$ cat config.mk
export PLATFORM = sky130hd
export DESIGN_NAME = router_hdr_rewrite_flat
export DESIGN_NICKNAME = d
export VERILOG_FILES = /design/src/rtl/router_pkg.sv /design/src/rtl/router_hdr_rewrite_if.sv /design/src/rtl/ip_csum_ttl_dec.sv /design/src/rtl/router_hdr_rewrite.sv /design/src/flat_wrapper.sv
export SDC_FILE = /design/constraint.sdc
export NUM_CORES = 1
export LEC_CHECK = 0
export ABC_AREA = 1
export CORE_AREA = 2 2 468 470
export CTS_BUF_LIST = sky130_fd_sc_hd__clkbuf_8
export CTS_CLUSTER_SIZE = 40
export DETAILED_ROUTE_END_ITERATION = 8
export DIE_AREA = 0 0 470 472
export PLACE_DENSITY = 0.36
export SETUP_SLACK_MARGIN = 0.3
export SLEW_MARGIN = 0
export SYNTH_ARGS = -nofsm -noshare
export SYNTH_HDL_FRONTEND = slang
export SYNTH_HIERARCHICAL = 1
export SYNTH_SLANG_ARGS = --single-unit
$ cat constraint.sdc
create_clock -name AXI_ACLK -period 4.7 [get_ports AXI_ACLK]
set_input_delay 1.175 -clock AXI_ACLK [delete_from_list [all_inputs] [get_ports AXI_ACLK]]
set_output_delay 1.175 -clock AXI_ACLK [all_outputs]
set_load 0.1 [all_outputs]
$ cat src/rtl/router_pkg.sv
// Shared definitions for the output-port-lookup rewrite stages: header field
// offsets in the 256-bit first beat, legal output-queue codes, FSM states.
package router_pkg;

    localparam int unsigned MAC_W    = 48;
    localparam int unsigned DMAC_LSB = 208;
    localparam int unsigned SMAC_LSB = 160;
    localparam int unsigned TTL_LSB  = 72;
    localparam int unsigned TTL_W    = 8;
    localparam int unsigned CSUM_LSB = 48;
    localparam int unsigned CSUM_W   = 16;

    localparam logic [7:0] OQ_NF0 = 8'h01;
    localparam logic [7:0] OQ_NF1 = 8'h04;
    localparam logic [7:0] OQ_NF2 = 8'h10;
    localparam logic [7:0] OQ_NF3 = 8'h40;

    typedef enum logic {
        WAIT_SOP = 1'b0,
        IN_PKT   = 1'b1
    } st_t;

    // NF port one-hots sit on even bits; the matching CPU queue is the next bit up.
    function automatic logic [7:0] cpu_port(input logic [7:0] src_onehot);
        return src_onehot << 1;
    endfunction

    function automatic logic oq_legal(input logic [7:0] oq);
        return (oq == OQ_NF0) || (oq == OQ_NF1) || (oq == OQ_NF2) || (oq == OQ_NF3);
    endfunction

endpackage

$ cat src/rtl/router_hdr_rewrite_if.sv
// AXI-Stream bundle used between the lookup pipeline stages.
interface router_hdr_rewrite_if #(
    parameter int unsigned DATA_W = 256,
    parameter int unsigned USER_W = 128
) ();

    logic [DATA_W-1:0]   tdata;
    logic [DATA_W/8-1:0] tstrb;
    logic [USER_W-1:0]   tuser;
    logic                tvalid;
    logic                tlast;
    logic                tready;

    modport master (
        output tdata, tstrb, tuser, tvalid, tlast,
        input  tready
    );

    modport slave (
        input  tdata, tstrb, tuser, tvalid, tlast,
        output tready
    );

endinterface

$ cat src/rtl/ip_csum_ttl_dec.sv
// Incremental IPv4 header checksum update for a TTL decrement by one:
// ones-complement add of 0x0100 with the end-around carry folded back in.
module ip_csum_ttl_dec
    import router_pkg::*;
(
    input  logic [CSUM_W-1:0] csum_i,
    output logic [CSUM_W-1:0] csum_o
);

    logic [CSUM_W:0] sum;

    always_comb begin
        sum    = {1'b0, csum_i} + {1'b0, 16'h0100};
        csum_o = sum[CSUM_W-1:0] + {{(CSUM_W-1){1'b0}}, sum[CSUM_W]};
    end

endmodule

$ cat src/rtl/router_hdr_rewrite.sv
// Rewrites the first beat of each routed IPv4 packet (MACs, TTL, checksum,
// TUSER destination) behind a single output register stage.
module router_hdr_rewrite
    import router_pkg::*;
#(
    parameter int unsigned C_M_AXIS_DATA_WIDTH  = 256,
    parameter int unsigned C_S_AXIS_DATA_WIDTH  = 256,
    parameter int unsigned C_M_AXIS_TUSER_WIDTH = 128,
    parameter int unsigned C_S_AXIS_TUSER_WIDTH = 128,
    parameter int unsigned SRC_PORT_POS         = 16,
    parameter int unsigned DST_PORT_POS         = 24
) (
    input  logic                        AXI_ACLK,
    input  logic                        AXI_RESET,
    router_hdr_rewrite_if.slave         s_axis,
    router_hdr_rewrite_if.master        m_axis,
    input  logic                        arp_hit,
    input  logic [MAC_W-1:0]            dest_mac,
    input  logic [31:0]                 oq_reg_out,
    input  logic [MAC_W-1:0]            mac0,
    input  logic [MAC_W-1:0]            mac1,
    input  logic [MAC_W-1:0]            mac2,
    input  logic [MAC_W-1:0]            mac3,
    output logic [31:0]                 forwarded_count,
    output logic [31:0]                 arp_miss_count,
    output logic [31:0]                 ttl_expired_count
);

    localparam int unsigned DW  = C_M_AXIS_DATA_WIDTH;
    localparam int unsigned SW  = C_S_AXIS_DATA_WIDTH;
    localparam int unsigned UW  = C_M_AXIS_TUSER_WIDTH;
    localparam int unsigned SUW = C_S_AXIS_TUSER_WIDTH;

    st_t               state_q, state_d;
    logic [DW-1:0]     tdata_q, tdata_d;
    logic [DW/8-1:0]   tstrb_q, tstrb_d;
    logic [UW-1:0]     tuser_q, tuser_d;
    logic              tlast_q, tlast_d;
    logic              tvalid_q, tvalid_d;
    logic [31:0]       fwd_q, fwd_d;
    logic [31:0]       miss_q, miss_d;
    logic [31:0]       ttl_exp_q, ttl_exp_d;

    logic [SW-1:0]     in_data;
    logic [SW/8-1:0]   in_strb;
    logic [SUW-1:0]    in_user;
    logic              s_ready;
    logic              accept;
    logic [7:0]        src_oh;
    logic [7:0]        dst_oh;
    logic [7:0]        oq;
    logic [TTL_W-1:0]  ttl;
    logic [CSUM_W-1:0] csum_new;
    logic [MAC_W-1:0]  router_mac;
    logic              unused_oq_hi;

    assign in_data  = s_axis.tdata;
    assign in_strb  = s_axis.tstrb;
    assign in_user  = s_axis.tuser;
    assign s_ready  = !tvalid_q || m_axis.tready;
    assign accept   = s_axis.tvalid && s_ready;
    assign src_oh   = in_user[SRC_PORT_POS +: 8];
    assign dst_oh   = in_user[DST_PORT_POS +: 8];
    assign oq       = oq_reg_out[7:0];
    assign ttl      = in_data[TTL_LSB +: TTL_W];
    assign unused_oq_hi = ^oq_reg_out[31:8];

    assign s_axis.tready = s_ready;

    ip_csum_ttl_dec u_csum (
        .csum_i (in_data[CSUM_LSB +: CSUM_W]),
        .csum_o (csum_new)
    );

    always_comb begin
        router_mac = mac0;
        case (oq)
            OQ_NF1:  router_mac = mac1;
            OQ_NF2:  router_mac = mac2;
            OQ_NF3:  router_mac = mac3;
            default: router_mac = mac0;
        endcase
    end

    always_comb begin
        state_d   = state_q;
        tdata_d   = tdata_q;
        tstrb_d   = tstrb_q;
        tuser_d   = tuser_q;
        tlast_d   = tlast_q;
        tvalid_d  = tvalid_q && !m_axis.tready;
        fwd_d     = fwd_q;
        miss_d    = miss_q;
        ttl_exp_d = ttl_exp_q;

        if (accept) begin
            tvalid_d = 1'b1;
            tdata_d  = in_data;
            tstrb_d  = in_strb;
            tuser_d  = in_user;
            tlast_d  = s_axis.tlast;
            case (state_q)
                WAIT_SOP: begin
                    if (!s_axis.tlast) begin
                        state_d = IN_PKT;
                    end
                    // Priority: already-routed, then miss/illegal/single-beat, then TTL, then forward.
                    if (dst_oh != 8'h00) begin
                        tuser_d = in_user;
                    end else if (s_axis.tlast || !arp_hit || !oq_legal(oq)) begin
                        tuser_d[DST_PORT_POS +: 8] = cpu_port(src_oh);
                        if (!s_axis.tlast) begin
                            miss_d = miss_q + 32'd1;
                        end
                    end else if (ttl <= 8'd1) begin
                        tuser_d[DST_PORT_POS +: 8] = cpu_port(src_oh);
                        ttl_exp_d = ttl_exp_q + 32'd1;
                    end else begin
                        tdata_d[DMAC_LSB +: MAC_W]  = dest_mac;
                        tdata_d[SMAC_LSB +: MAC_W]  = router_mac;
                        tdata_d[TTL_LSB +: TTL_W]   = ttl - 8'd1;
                        tdata_d[CSUM_LSB +: CSUM_W] = csum_new;
                        tuser_d[DST_PORT_POS +: 8]  = oq;
                        fwd_d = fwd_q + 32'd1;
                    end
                end
                IN_PKT: begin
                    if (s_axis.tlast) begin
                        state_d = WAIT_SOP;
                    end
                end
            endcase
        end
    end

    always_ff @(posedge AXI_ACLK) begin
        if (AXI_RESET) begin
            state_q   <= WAIT_SOP;
            tdata_q   <= '0;
            tstrb_q   <= '0;
            tuser_q   <= '0;
            tlast_q   <= 1'b0;
            tvalid_q  <= 1'b0;
            fwd_q     <= '0;
            miss_q    <= '0;
            ttl_exp_q <= '0;
        end else begin
            state_q   <= state_d;
            tdata_q   <= tdata_d;
            tstrb_q   <= tstrb_d;
            tuser_q   <= tuser_d;
            tlast_q   <= tlast_d;
            tvalid_q  <= tvalid_d;
            fwd_q     <= fwd_d;
            miss_q    <= miss_d;
            ttl_exp_q <= ttl_exp_d;
        end
    end

    assign m_axis.tdata  = tdata_q;
    assign m_axis.tstrb  = tstrb_q;
    assign m_axis.tuser  = tuser_q;
    assign m_axis.tlast  = tlast_q;
    assign m_axis.tvalid = tvalid_q;

    assign forwarded_count   = fwd_q;
    assign arp_miss_count    = miss_q;
    assign ttl_expired_count = ttl_exp_q;

endmodule

$ cat src/flat_wrapper.sv
// flat-port wrapper written by rule: the top's interface ports become plain ports
module router_hdr_rewrite_flat import router_pkg::*;
#(
    parameter int unsigned C_M_AXIS_DATA_WIDTH  = 256,
    parameter int unsigned C_S_AXIS_DATA_WIDTH  = 256,
    parameter int unsigned C_M_AXIS_TUSER_WIDTH = 128,
    parameter int unsigned C_S_AXIS_TUSER_WIDTH = 128,
    parameter int unsigned SRC_PORT_POS         = 16,
    parameter int unsigned DST_PORT_POS         = 24
)
  (AXI_ACLK, AXI_RESET, arp_hit, dest_mac, oq_reg_out, mac0, mac1, mac2, mac3, forwarded_count, arp_miss_count, ttl_expired_count, s_axis_tdata, s_axis_tstrb, s_axis_tuser, s_axis_tvalid, s_axis_tlast, s_axis_tready, m_axis_tdata, m_axis_tstrb, m_axis_tuser, m_axis_tvalid, m_axis_tlast, m_axis_tready);
  router_hdr_rewrite_if #(.DATA_W(256), .USER_W(128)) s_axis_i ();
  router_hdr_rewrite_if #(.DATA_W(256), .USER_W(128)) m_axis_i ();
  input  logic AXI_ACLK;
  input  logic AXI_RESET;
  input  logic arp_hit;
  input  logic [MAC_W-1:0] dest_mac;
  input  logic [31:0] oq_reg_out;
  input  logic [MAC_W-1:0] mac0;
  input  logic [MAC_W-1:0] mac1;
  input  logic [MAC_W-1:0] mac2;
  input  logic [MAC_W-1:0] mac3;
  output logic [31:0] forwarded_count;
  output logic [31:0] arp_miss_count;
  output logic [31:0] ttl_expired_count;
  input wire logic [$bits(s_axis_i.tdata)-1:0] s_axis_tdata;
  input wire logic [$bits(s_axis_i.tstrb)-1:0] s_axis_tstrb;
  input wire logic [$bits(s_axis_i.tuser)-1:0] s_axis_tuser;
  input wire logic [$bits(s_axis_i.tvalid)-1:0] s_axis_tvalid;
  input wire logic [$bits(s_axis_i.tlast)-1:0] s_axis_tlast;
  output wire logic [$bits(s_axis_i.tready)-1:0] s_axis_tready;
  output wire logic [$bits(m_axis_i.tdata)-1:0] m_axis_tdata;
  output wire logic [$bits(m_axis_i.tstrb)-1:0] m_axis_tstrb;
  output wire logic [$bits(m_axis_i.tuser)-1:0] m_axis_tuser;
  output wire logic [$bits(m_axis_i.tvalid)-1:0] m_axis_tvalid;
  output wire logic [$bits(m_axis_i.tlast)-1:0] m_axis_tlast;
  input wire logic [$bits(m_axis_i.tready)-1:0] m_axis_tready;
  assign s_axis_i.tdata = s_axis_tdata;
  assign s_axis_i.tstrb = s_axis_tstrb;
  assign s_axis_i.tuser = s_axis_tuser;
  assign s_axis_i.tvalid = s_axis_tvalid;
  assign s_axis_i.tlast = s_axis_tlast;
  assign s_axis_tready = s_axis_i.tready;
  assign m_axis_tdata = m_axis_i.tdata;
  assign m_axis_tstrb = m_axis_i.tstrb;
  assign m_axis_tuser = m_axis_i.tuser;
  assign m_axis_tvalid = m_axis_i.tvalid;
  assign m_axis_tlast = m_axis_i.tlast;
  assign m_axis_i.tready = m_axis_tready;
  router_hdr_rewrite #(.C_M_AXIS_DATA_WIDTH(C_M_AXIS_DATA_WIDTH), .C_S_AXIS_DATA_WIDTH(C_S_AXIS_DATA_WIDTH), .C_M_AXIS_TUSER_WIDTH(C_M_AXIS_TUSER_WIDTH), .C_S_AXIS_TUSER_WIDTH(C_S_AXIS_TUSER_WIDTH), .SRC_PORT_POS(SRC_PORT_POS), .DST_PORT_POS(DST_PORT_POS)) u_core (.AXI_ACLK(AXI_ACLK), .AXI_RESET(AXI_RESET), .s_axis(s_axis_i), .m_axis(m_axis_i), .arp_hit(arp_hit), .dest_mac(dest_mac), .oq_reg_out(oq_reg_out), .mac0(mac0), .mac1(mac1), .mac2(mac2), .mac3(mac3), .forwarded_count(forwarded_count), .arp_miss_count(arp_miss_count), .ttl_expired_count(ttl_expired_count));
endmodule
# == Yosys cells after proc, flatten, opt, wreduce, memory -nomap -nowiden ==
# Cells that the tools add are included.
# op_classes
n_addsub,6
order_cmp,1
n_eq_ne,4
muxes,19
bitwise_logic,5
n_reduce_logical,16
# op_table
op,n
2-to-1 mux 96 bit,4
case mux 48 bit (3 select lines),1
adder 32 x 1 -> 32 bit (second input constant),3
2-to-1 mux 16 bit,4
2-to-1 mux 8 bit,7
2-to-1 mux 32 bit,1
adder 16 x 9 -> 17 bit (second input constant),1
adder 16 x 1 -> 16 bit,1
AND reduction 5 bit,3
== test 8 x 1 -> 1 bit (second input constant),1
== test 8 x 3 -> 1 bit (second input constant),1
== test 8 x 5 -> 1 bit (second input constant),1
== test 8 x 7 -> 1 bit (second input constant),1
less-or-equal comparator 8 x 1 -> 1 bit (second input constant),1
nonzero test 8 bit,1
subtractor 8 x 1 -> 8 bit (second input constant),1
logical OR 1 bit,6
inverter 1 bit,5
zero test 1 bit,4
logical AND 1 bit,2
2-to-1 mux 1 bit,2
# word_totals
register_bits,515
wordCells,60

# == Logic depth before layout (Yosys ltp) ==
# Gate-level depths: netlist of the first run.
# logic_depth
word_depth,9
ltp_mapped,20
ltp_nobuf,20

# == Modules after synthesis ==
# Netlist of the first run, hierarchy kept.
# by_module_without_submodules
module,n_inst,cells_per_inst,area_per_inst_um2
router_hdr_rewrite,1,3479,23123.4
ip_csum_ttl_dec,1,83,489.2

# == Least setup slack after synthesis of the first run ==
# No wires, ideal clock.
# synth_timing
path_kind,flip-flop to flip-flop
start,reg u_core.tvalid_q (netlist: u_core/m_axis.tvalid)
end,reg u_core.tdata_q[160] (netlist: u_core/m_axis.tdata[160])
t_arrival_ns,3.101
t_required_ns,4.630
path_slack_ns,1.529
path_stages_with_launch,8
path_buffers,3
period_less_slack_ns,3.171
cell_sequence,dfxtp_1 -> nand2_1 -> nand2_1 -> buf_2 -> clkbuf_1 -> clkbuf_1 -> nand2_1 -> a21oi_1
# synth_via
elab_chain_len,3
# synth_rtl
item,line_no,source
from (decl),router_hdr_rewrite.sv:39,"logic tvalid_q, tvalid_d;"
from (signal assigned),router_hdr_rewrite.sv:153,tvalid_q <= tvalid_d;
zero test 1 bit,router_hdr_rewrite.sv:60,assign s_ready = !tvalid_q || m_axis.tready;
logical OR 1 bit,router_hdr_rewrite.sv:60,
named net s_axis_tready,flat_wrapper.sv:31,output wire logic [$bits(s_axis_i.tready)-1:0] s_axis_tready;
logical AND 1 bit,router_hdr_rewrite.sv:61,assign accept = s_axis.tvalid && s_ready;
to (signal assigned),router_hdr_rewrite.sv:149,tdata_q <= tdata_d;
to (decl),router_hdr_rewrite.sv:35,"logic [DW-1:0] tdata_q, tdata_d;"
# The timed path passes the listed nets, and every way through them passes these cells.
# A chain may end at the register's enable or synchronous reset.

# == Worst setup path in the final report of the first run ==
# layout_timing
start,reg u_core.ttl_exp_q[12] (netlist: u_core/ttl_expired_count[12])
end,out ttl_expired_count[12]
# layout_rtl
item,line_no,source
from (decl),router_hdr_rewrite.sv:42,"logic [31:0] ttl_exp_q, ttl_exp_d;"
from (signal assigned),router_hdr_rewrite.sv:156,ttl_exp_q <= ttl_exp_d;
to (decl),flat_wrapper.sv:25,output logic [31:0] ttl_expired_count;
# No word-level cell between the ends.

==> metrics.txt, run 1 <==
Pwr Total=around 14,000 µW; number of placement rows=~170; maximum root-to-sink buffer count=3; CP Max Fanout=5; sequential cell area in the final layout=10,300 µm²; final setup vio count=0; Critical R2R Capture=u_core/forwarded_count[5]; leading cell types by total area after synthesis=sky130_fd_sc_hd__dfxtp_1 (44%), sky130_fd_sc_hd__nand2_1 (13%), sky130_fd_sc_hd__nor2_1 (11%), sky130_fd_sc_hd__o21ai_0 (6.7%), sky130_fd_sc_hd__a21oi_1 (5.7%); Final Skew=0.0486 ns; Worst-path clk slew=~0.050 ns; time the final worst path needs with I/O delays and setup=between 3 and 4 ns; area enclosed by the die boundary=between 200,000 and 250,000 µm²; peak clock frequency supported by timing=between 0.2 and 0.3 GHz; synthesized area=between 20,000 and 25,000 µm²; synth cell count leaders=sky130_fd_sc_hd__nand2_1 (843), sky130_fd_sc_hd__nor2_1 (705), sky130_fd_sc_hd__dfxtp_1 (515); hold crit path type=reg -> reg; Num CTS Buffers=~110; Worst slew margin=0.170; Net Switching=around 5400 µW; number of vias per cell=between 3 and 4; Crit path arrival time=approximately 2.7 ns; endpoint type of the worst setup path=primary output; # DRC=0; slowest cell delay on critical path=about 1.3 ns; drt total wl=about 180 mm; Clock Power Share=0.375; yosys synthesis warning count=6; area taken by multi-input logic gates=11,400 µm²; floorplan core area=217,000 µm²; Hold Fails Final Rpt=0; share of flip-flops with an asynchronous set or reset=0; gpl congestion=between 0.8 and 0.9; number of global-route vias before repair=around 28,000; net count of the mapped netlist=between 4,000 and 5,000; residual antenna-violating net count after detailed routing=0; post-synthesis cell type with the largest combined area=sky130_fd_sc_hd__dfxtp_1; switching part of the total=0.386; CTS H-tree lvls=3; via count=about 28,000; maximum number of pins on one net before global-route repair=around 140; beginning of the critical path=u_core/ttl_expired_count[12]; register bit total from synthesis=between 500 and 600; number of fill cells=24,640; Post-DP HPWL=roughly 140 mm; list of cells traversed by the critical path=clkdlybuf4s50_1; count of input and output buffers=about 1,200; pwr dens=around 340 nW/µm²; slew at the pin with the worst max-slew slack=between 1 and 1.5 ns; average cell area after synthesis=6.63 µm²; Die W=between 400 and 500 µm; accumulated negative setup slack=0 ns; number of detailed-route iterations in the first pass=5; height of the chip=between 400 and 500 µm; clock latency at the later pin of the worst-skew pair=between 0.8 and 0.9 ns; CTS root buffer=sky130_fd_sc_hd__clkbuf_8; part of the cycle the worst path needs=0.814; slack of the worst reg-to-reg path=between 2 and 2.5 ns; number of cells after detailed placement=roughly 7,400; final worst-path setup slack=0.873 ns; Slowest cell on crit path=sky130_fd_sc_hd__clkdlybuf4s50_1; number of antenna violations at the first check in global routing=74; CTS tree=built; total global routing track utilization=0.153; Worst path top cell family by delay=buffers and inverters; proportion of power drawn by combinational gates=0.283; start of the worst register-to-register path=u_core/state_q; detail-routed net length per standard cell=roughly 23 µm; count of different cell masters after synthesis=34; start-to-end type of the worst setup path=reg -> out; pre-CTS setup slack=about 0.48 ns; Buf+Inv Stages, Crit Path=1; number of synthesized flops with an enable pin=0; sequential power share=0.342; first-pass GRT wire length=between 200 and 250 mm; critical path endpoint=ttl_expired_count[12]; Critical Path Source Type=register; Total Nets Final=5,406; cts repair resizes=0; filler-free cell count of the finished design=between 7,000 and 8,000; fraction of final layout cells sized beyond drive strength 1=0.0636; most common cell in the netlist=sky130_fd_sc_hd__nand2_1; max cap viols=0; unrepaired setup endpoints after global routing=no; P_leak=~0.016 µW; worst endpoint required time=about 3.5 ns; sequential fraction of the synthesis area=0.437; number of instances in the synthesized netlist=3,562; IO Count=around 1,200; Area growth, synth to finish=73.7%; path depth of the worst reg2reg path=7; quantity of hold-fixing buffers added after cts=0; prevailing post-synth register cell=sky130_fd_sc_hd__dfxtp_1; number of pins with negative max-slew slack in the final report=0; fraction of synthesized cell area taken by the top area cell type=0.437; Worst VDD drop=between 150 and 200 µV; Starting Density=0.109; number of setup buffers added after CTS=0; result of the run=completed; Crit. path cell count=1; Pint=approximately 8600 µW; initial drt markers=roughly 1,600; sum of overflow across all layers after global routing=0; hold slack final=~0.46 ns; total number of clock tree sinks=between 500 and 600
[stage by stage]
stage,utilization,instance area [µm²]
CTS,0.189,41000
global placement,0.179,38700
global route,0.189,41000
floorplan,-,23600
detailed placement,0.179,38700
finish,0.189,41000
[power groups by stage]
stage,clock (µW),sequential (µW),combinational (µW)
after global routing,5720,4820,4120
after detailed placement,0,4880,3980
final,5240,4780,3950
after global placement,0,4870,3990
after CTS,5570,4790,4000
after floorplan,0,6690,573
[flip-flops by register name (all words and copies together), names as in the netlist]
name,count
u_core/m_axis.tuser,128
u_core/m_axis.tvalid,1
u_core/state_q,1
u_core/ttl_expired_count,32
u_core/m_axis.tdata,256
u_core/m_axis.tstrb,32
u_core/forwarded_count,32
u_core/m_axis.tlast,1
u_core/arp_miss_count,32
[worst register-to-register path: cells and delay by family, from the launching register on]
family	cells	cell delay [ns]
AOI/OAI and AO/OA	1	0.28
buffers and inverters	2	0.79
DFF	1	0.33
and+or+nand+nor	4	0.93
[logic make-up after synthesis]
kind of cell | synth area share
adders and majority gates | 0.00477
AOI/OAI and AO/OA | 0.127
DFF | 0.437
buffers and inverters | 0.0803
xor gates and xnor gates | 0.0308
and+or+nand+nor | 0.320
[how the worst min path moves through the flow]
stage / cells after the start / end / slack [ns] / startpoint
floorplan: 2 / u_core/state_q / 0.48 / u_core/state_q
finish: 2 / u_core/m_axis.tdata[248] / 0.46 / u_core/m_axis.tdata[248]
CTS: 2 / u_core/m_axis.tdata[237] / 0.47 / u_core/m_axis.tdata[237]
global route: 2 / u_core/m_axis.tdata[187] / 0.48 / u_core/m_axis.tdata[187]
detailed placement: 2 / u_core/m_axis.tdata[213] / 0.46 / u_core/m_axis.tdata[213]
global placement: 2 / u_core/m_axis.tdata[213] / 0.45 / u_core/m_axis.tdata[213]
[final cells by class]
type | instances | share of cell area
timing repair buffer | 1237 | 0.300
antenna | 15 | 0.000915
sequential | 515 | 0.251
multi-input combinational | 2558 | 0.279
clock buffer | 143 | 0.0480
inverter | 279 | 0.0260
tap | 2854 | 0.0870
clock inverter | 51 | 0.00787
[routing by layer]
metal / global-route usage / routed length (µm) / vias to the layer above
met5: 0 / 103 / -
met4: 0.0523 / 5400 / 18
met3: 0.0503 / 14600 / 237
met2: 0.257 / 83300 / 1132
met1: 0.183 / 73600 / 13271
li1: - / - / 13608
[cell usage in the layout (no fill, tap or decap), drive strengths merged]
master	instances
clkinvlp	2
inv	315
and3	2
ha	9
nand4	22
a31oi	5
nand3	221
diode	15
nor4	9
nor3	51
xnor2	32
o21ai	316
bufinv	2
dfxtp	515
nor3b	2
nor2	713
clkbuf	144
xor2	51
buf	112
a22oi	1
clkdlybuf4s50	1124
clkinv	11
nand2	846
nand3b	4
a211oi	1
o21bai	2
a21oi	271
(Power assumes the default switching activity.)
==> run 2: changes to the inputs <==
==> constraint.sdc (replaced) <==
create_clock -name AXI_ACLK -period 3.9 [get_ports AXI_ACLK]
set_input_delay 0.975 -clock AXI_ACLK [delete_from_list [all_inputs] [get_ports AXI_ACLK]]
set_output_delay 0.975 -clock AXI_ACLK [all_outputs]
set_load 0.1 [all_outputs]
==> metrics.txt, run 2 (synthesis gave the netlist of run 1 again) <==
fraction of final layout cells sized beyond drive strength 1=0.110 (was 0.0636); slowest cell delay on critical path=1.17 ns (was 1.28 ns); Hold Fails Final Rpt=0 (unchanged); sum of overflow across all layers after global routing=0 (unchanged); Worst slew margin=0.268 (was 0.170); floorplan core area=217,000 µm² (unchanged); drt total wl=178 mm (was 177 mm); maximum root-to-sink buffer count=3 (unchanged); area enclosed by the die boundary=222,000 µm² (unchanged); CTS tree=built (unchanged); Die W=470 µm (unchanged); initial drt markers=1,558 (was 1,557); Worst VDD drop=239 µV (was 169 µV); maximum number of pins on one net before global-route repair=152 (was 136); pwr dens=424 nW/µm² (was 341 nW/µm²); max cap viols=0 (unchanged); Slowest cell on crit path=sky130_fd_sc_hd__clkdlybuf4s50_1 (unchanged); Num CTS Buffers=112 (unchanged); Critical Path Source Type=register (unchanged); number of setup buffers added after CTS=0 (unchanged); commonest cells after routing, fill and taps aside=sky130_fd_sc_hd__clkdlybuf4s50_1 (914), sky130_fd_sc_hd__nand2_1 (842), sky130_fd_sc_hd__nor2_1 (703), sky130_fd_sc_hd__dfxtp_1 (515), sky130_fd_sc_hd__o21ai_0 (315) (was sky130_fd_sc_hd__clkdlybuf4s50_1 (1,124), sky130_fd_sc_hd__nand2_1 (842), sky130_fd_sc_hd__nor2_1 (703), sky130_fd_sc_hd__dfxtp_1 (515), sky130_fd_sc_hd__o21ai_0 (315)); Net Switching=6630 µW (was 5400 µW); quantity of hold-fixing buffers added after cts=0 (unchanged); endpoint type of the worst setup path=primary output (unchanged); proportion of power drawn by combinational gates=0.273 (was 0.283); path depth of the worst reg2reg path=9 (was 7); list of cells traversed by the critical path=clkdlybuf4s50_1 (unchanged); start-to-end type of the worst setup path=reg -> out (unchanged); P_leak=0.0167 µW (was 0.0160 µW); hold slack final=0.464 ns (about the same); number of placement rows=171 (unchanged); Final Skew=0.0545 ns (was 0.0486 ns); CTS H-tree lvls=3 (unchanged); Crit path arrival time=2.45 ns (was 2.65 ns); Post-DP HPWL=143 mm (was 142 mm); total global routing track utilization=0.154 (was 0.153); count of input and output buffers=1,184 (unchanged); post-placement cell area=38,500 µm² (was 38,700 µm²); IO Count=1,209 (unchanged); Worst-path clk slew=0.06 ns (was 0.05 ns); gpl congestion=0.901 (was 0.886); via count=28,425 (was 28,266); switching part of the total=0.380 (was 0.386); Final Instance Area=41,100 µm² (was 41,000 µm²); final setup vio count=0 (unchanged); number of antenna violations at the first check in global routing=72 (was 74); worst hold stages=2 (unchanged); number of detailed-route iterations in the first pass=7 (was 5); Starting Density=0.109 (unchanged); hold crit path type=reg -> reg (unchanged); number of pins with negative max-slew slack in the final report=0 (unchanged); first-pass GRT wire length=240 mm (was 238 mm); max reg flops=256 (unchanged); # DRC=0 (unchanged); residual antenna-violating net count after detailed routing=0 (unchanged); slew at the pin with the worst max-slew slack=1.09 ns (was 1.24 ns); Clock Power Share=0.396 (was 0.375); detail-routed net length per standard cell=23.1 µm (about the same); commonest non-fill, non-tap cell in the layout=sky130_fd_sc_hd__clkdlybuf4s50_1 (unchanged); CTS root buffer=sky130_fd_sc_hd__clkbuf_8 (unchanged); number of global-route vias before repair=28,183 (was 27,951); sequential power share=0.331 (was 0.342); time the final worst path needs with I/O delays and setup=around 3.4 ns; part of the cycle the worst path needs=0.878; result of the run=completed (unchanged); worst endpoint required time=2.92 ns (was 3.52 ns); height of the chip=472 µm (unchanged); peak clock frequency supported by timing=between 0.2 and 0.3 GHz; Buf+Inv Stages, Crit Path=1 (unchanged); Pint=10,800 µW (was 8580 µW); unrepaired setup endpoints after global routing=no (unchanged); total number of clock tree sinks=515 (unchanged); clock latency at the later pin of the worst-skew pair=0.85 ns (was 0.87 ns); Area growth, synth to finish=73.9% (was 73.7%); Total Nets Final=5,431 (was 5,406); Crit. path cell count=1 (unchanged); number of vias per cell=3.70 (was 3.69); CP Max Fanout=2 (was 5); Worst path top cell family by delay=buffers and inverters (unchanged)
## run 2: cell count changes in the layout (fill, tap and decap cells not counted), sizes merged
cell and change:
bufinv +5, clkinvlp +2, buf +210, diode +2, clkbuf +5, dlygate4sd2 +25
clkinv +1, clkdlybuf4s50 -210, inv -1
## run 2: routing by layer
metal	part of all wire	vias up	routed length, µm	global-route usage
met1	0.41	13316	73300	0.181
li1	-	13682	-	-
met4	0.028	16	5070	0.0467
met3	0.085	247	15200	0.0535
met5	0.00061	-	108	0
met2	0.47	1164	84300	0.262
## run 2: path summary, 6_finish.rpt
kind,start,endpoint,slack (ns)
worst max-delay path,u_core/m_axis.tdata[8],m_axis_tdata[8],0.48
worst min-delay path,u_core/m_axis.tdata[171],u_core/m_axis.tdata[171],0.46
worst max register to register,u_core/m_axis.tvalid,u_core/arp_miss_count[20],1.49
worst min register to register,u_core/m_axis.tdata[171],u_core/m_axis.tdata[171],0.46
## run 2: power by group through the flow
stage | registers, µW | clock network [µW] | logic [µW]
floorplan | 8060 | 0 | 691
global placement | 5870 | 0 | 4810
detailed placement | 5890 | 0 | 4800
CTS | 5780 | 7290 | 4810
global route | 5810 | 7460 | 4970
finish | 5770 | 6900 | 4750
## run 2: final cells by class
class / instances / area, µm²
Fill cell: 24788 / 175000
Timing Repair Buffer: 1262 / 12100
Multi-Input combinational cell: 2558 / 11400
Sequential cell: 515 / 10300
Tap cell: 2854 / 3570
Clock buffer: 148 / 2040
Inverter: 279 / 1060
Clock inverter: 58 / 514
Antenna cell: 17 / 42.5
## run 2: metrics by stage
| step | total power [µW] | TNS [ns] | cells | setup slack, ns | util |
|---|---|---|---|---|---|
| after global placement | 10700 | -0.233 | 7468 | -0.139 | 0.178 |
| after global routing | 18200 | 0 | 7682 | 0.339 | 0.190 |
| after floorplan | 8750 | 0 | 3562 | 0.729 | - |
| after CTS | 17900 | 0 | 7674 | 0.301 | 0.189 |
| final | 17400 | 0 | 7691 | 0.476 | 0.190 |
| after detailed placement | 10700 | 0 | 7468 | 0.0129 | 0.178 |
## run 2: repair_timing
action / 4_1_cts / 5_1_grt
setup endpoints to repair: 25 / 0
endpoints found under the hold margin: 0 / 0
gates resized for setup: 25 / 0
## run 2: worst reg2reg max path, stage by stage (launching register included)
cell	delay, ns
sky130_fd_sc_hd__dfxtp_1	0.32
sky130_fd_sc_hd__nand2_1	0.15
sky130_fd_sc_hd__nand2_4	0.17
sky130_fd_sc_hd__nor2_1	0.45
sky130_fd_sc_hd__inv_1	0.18
sky130_fd_sc_hd__nor3_4	0.27
sky130_fd_sc_hd__buf_12	0.16
sky130_fd_sc_hd__buf_4	0.34
sky130_fd_sc_hd__nand2_1	0.14
sky130_fd_sc_hd__a21oi_1	0.15
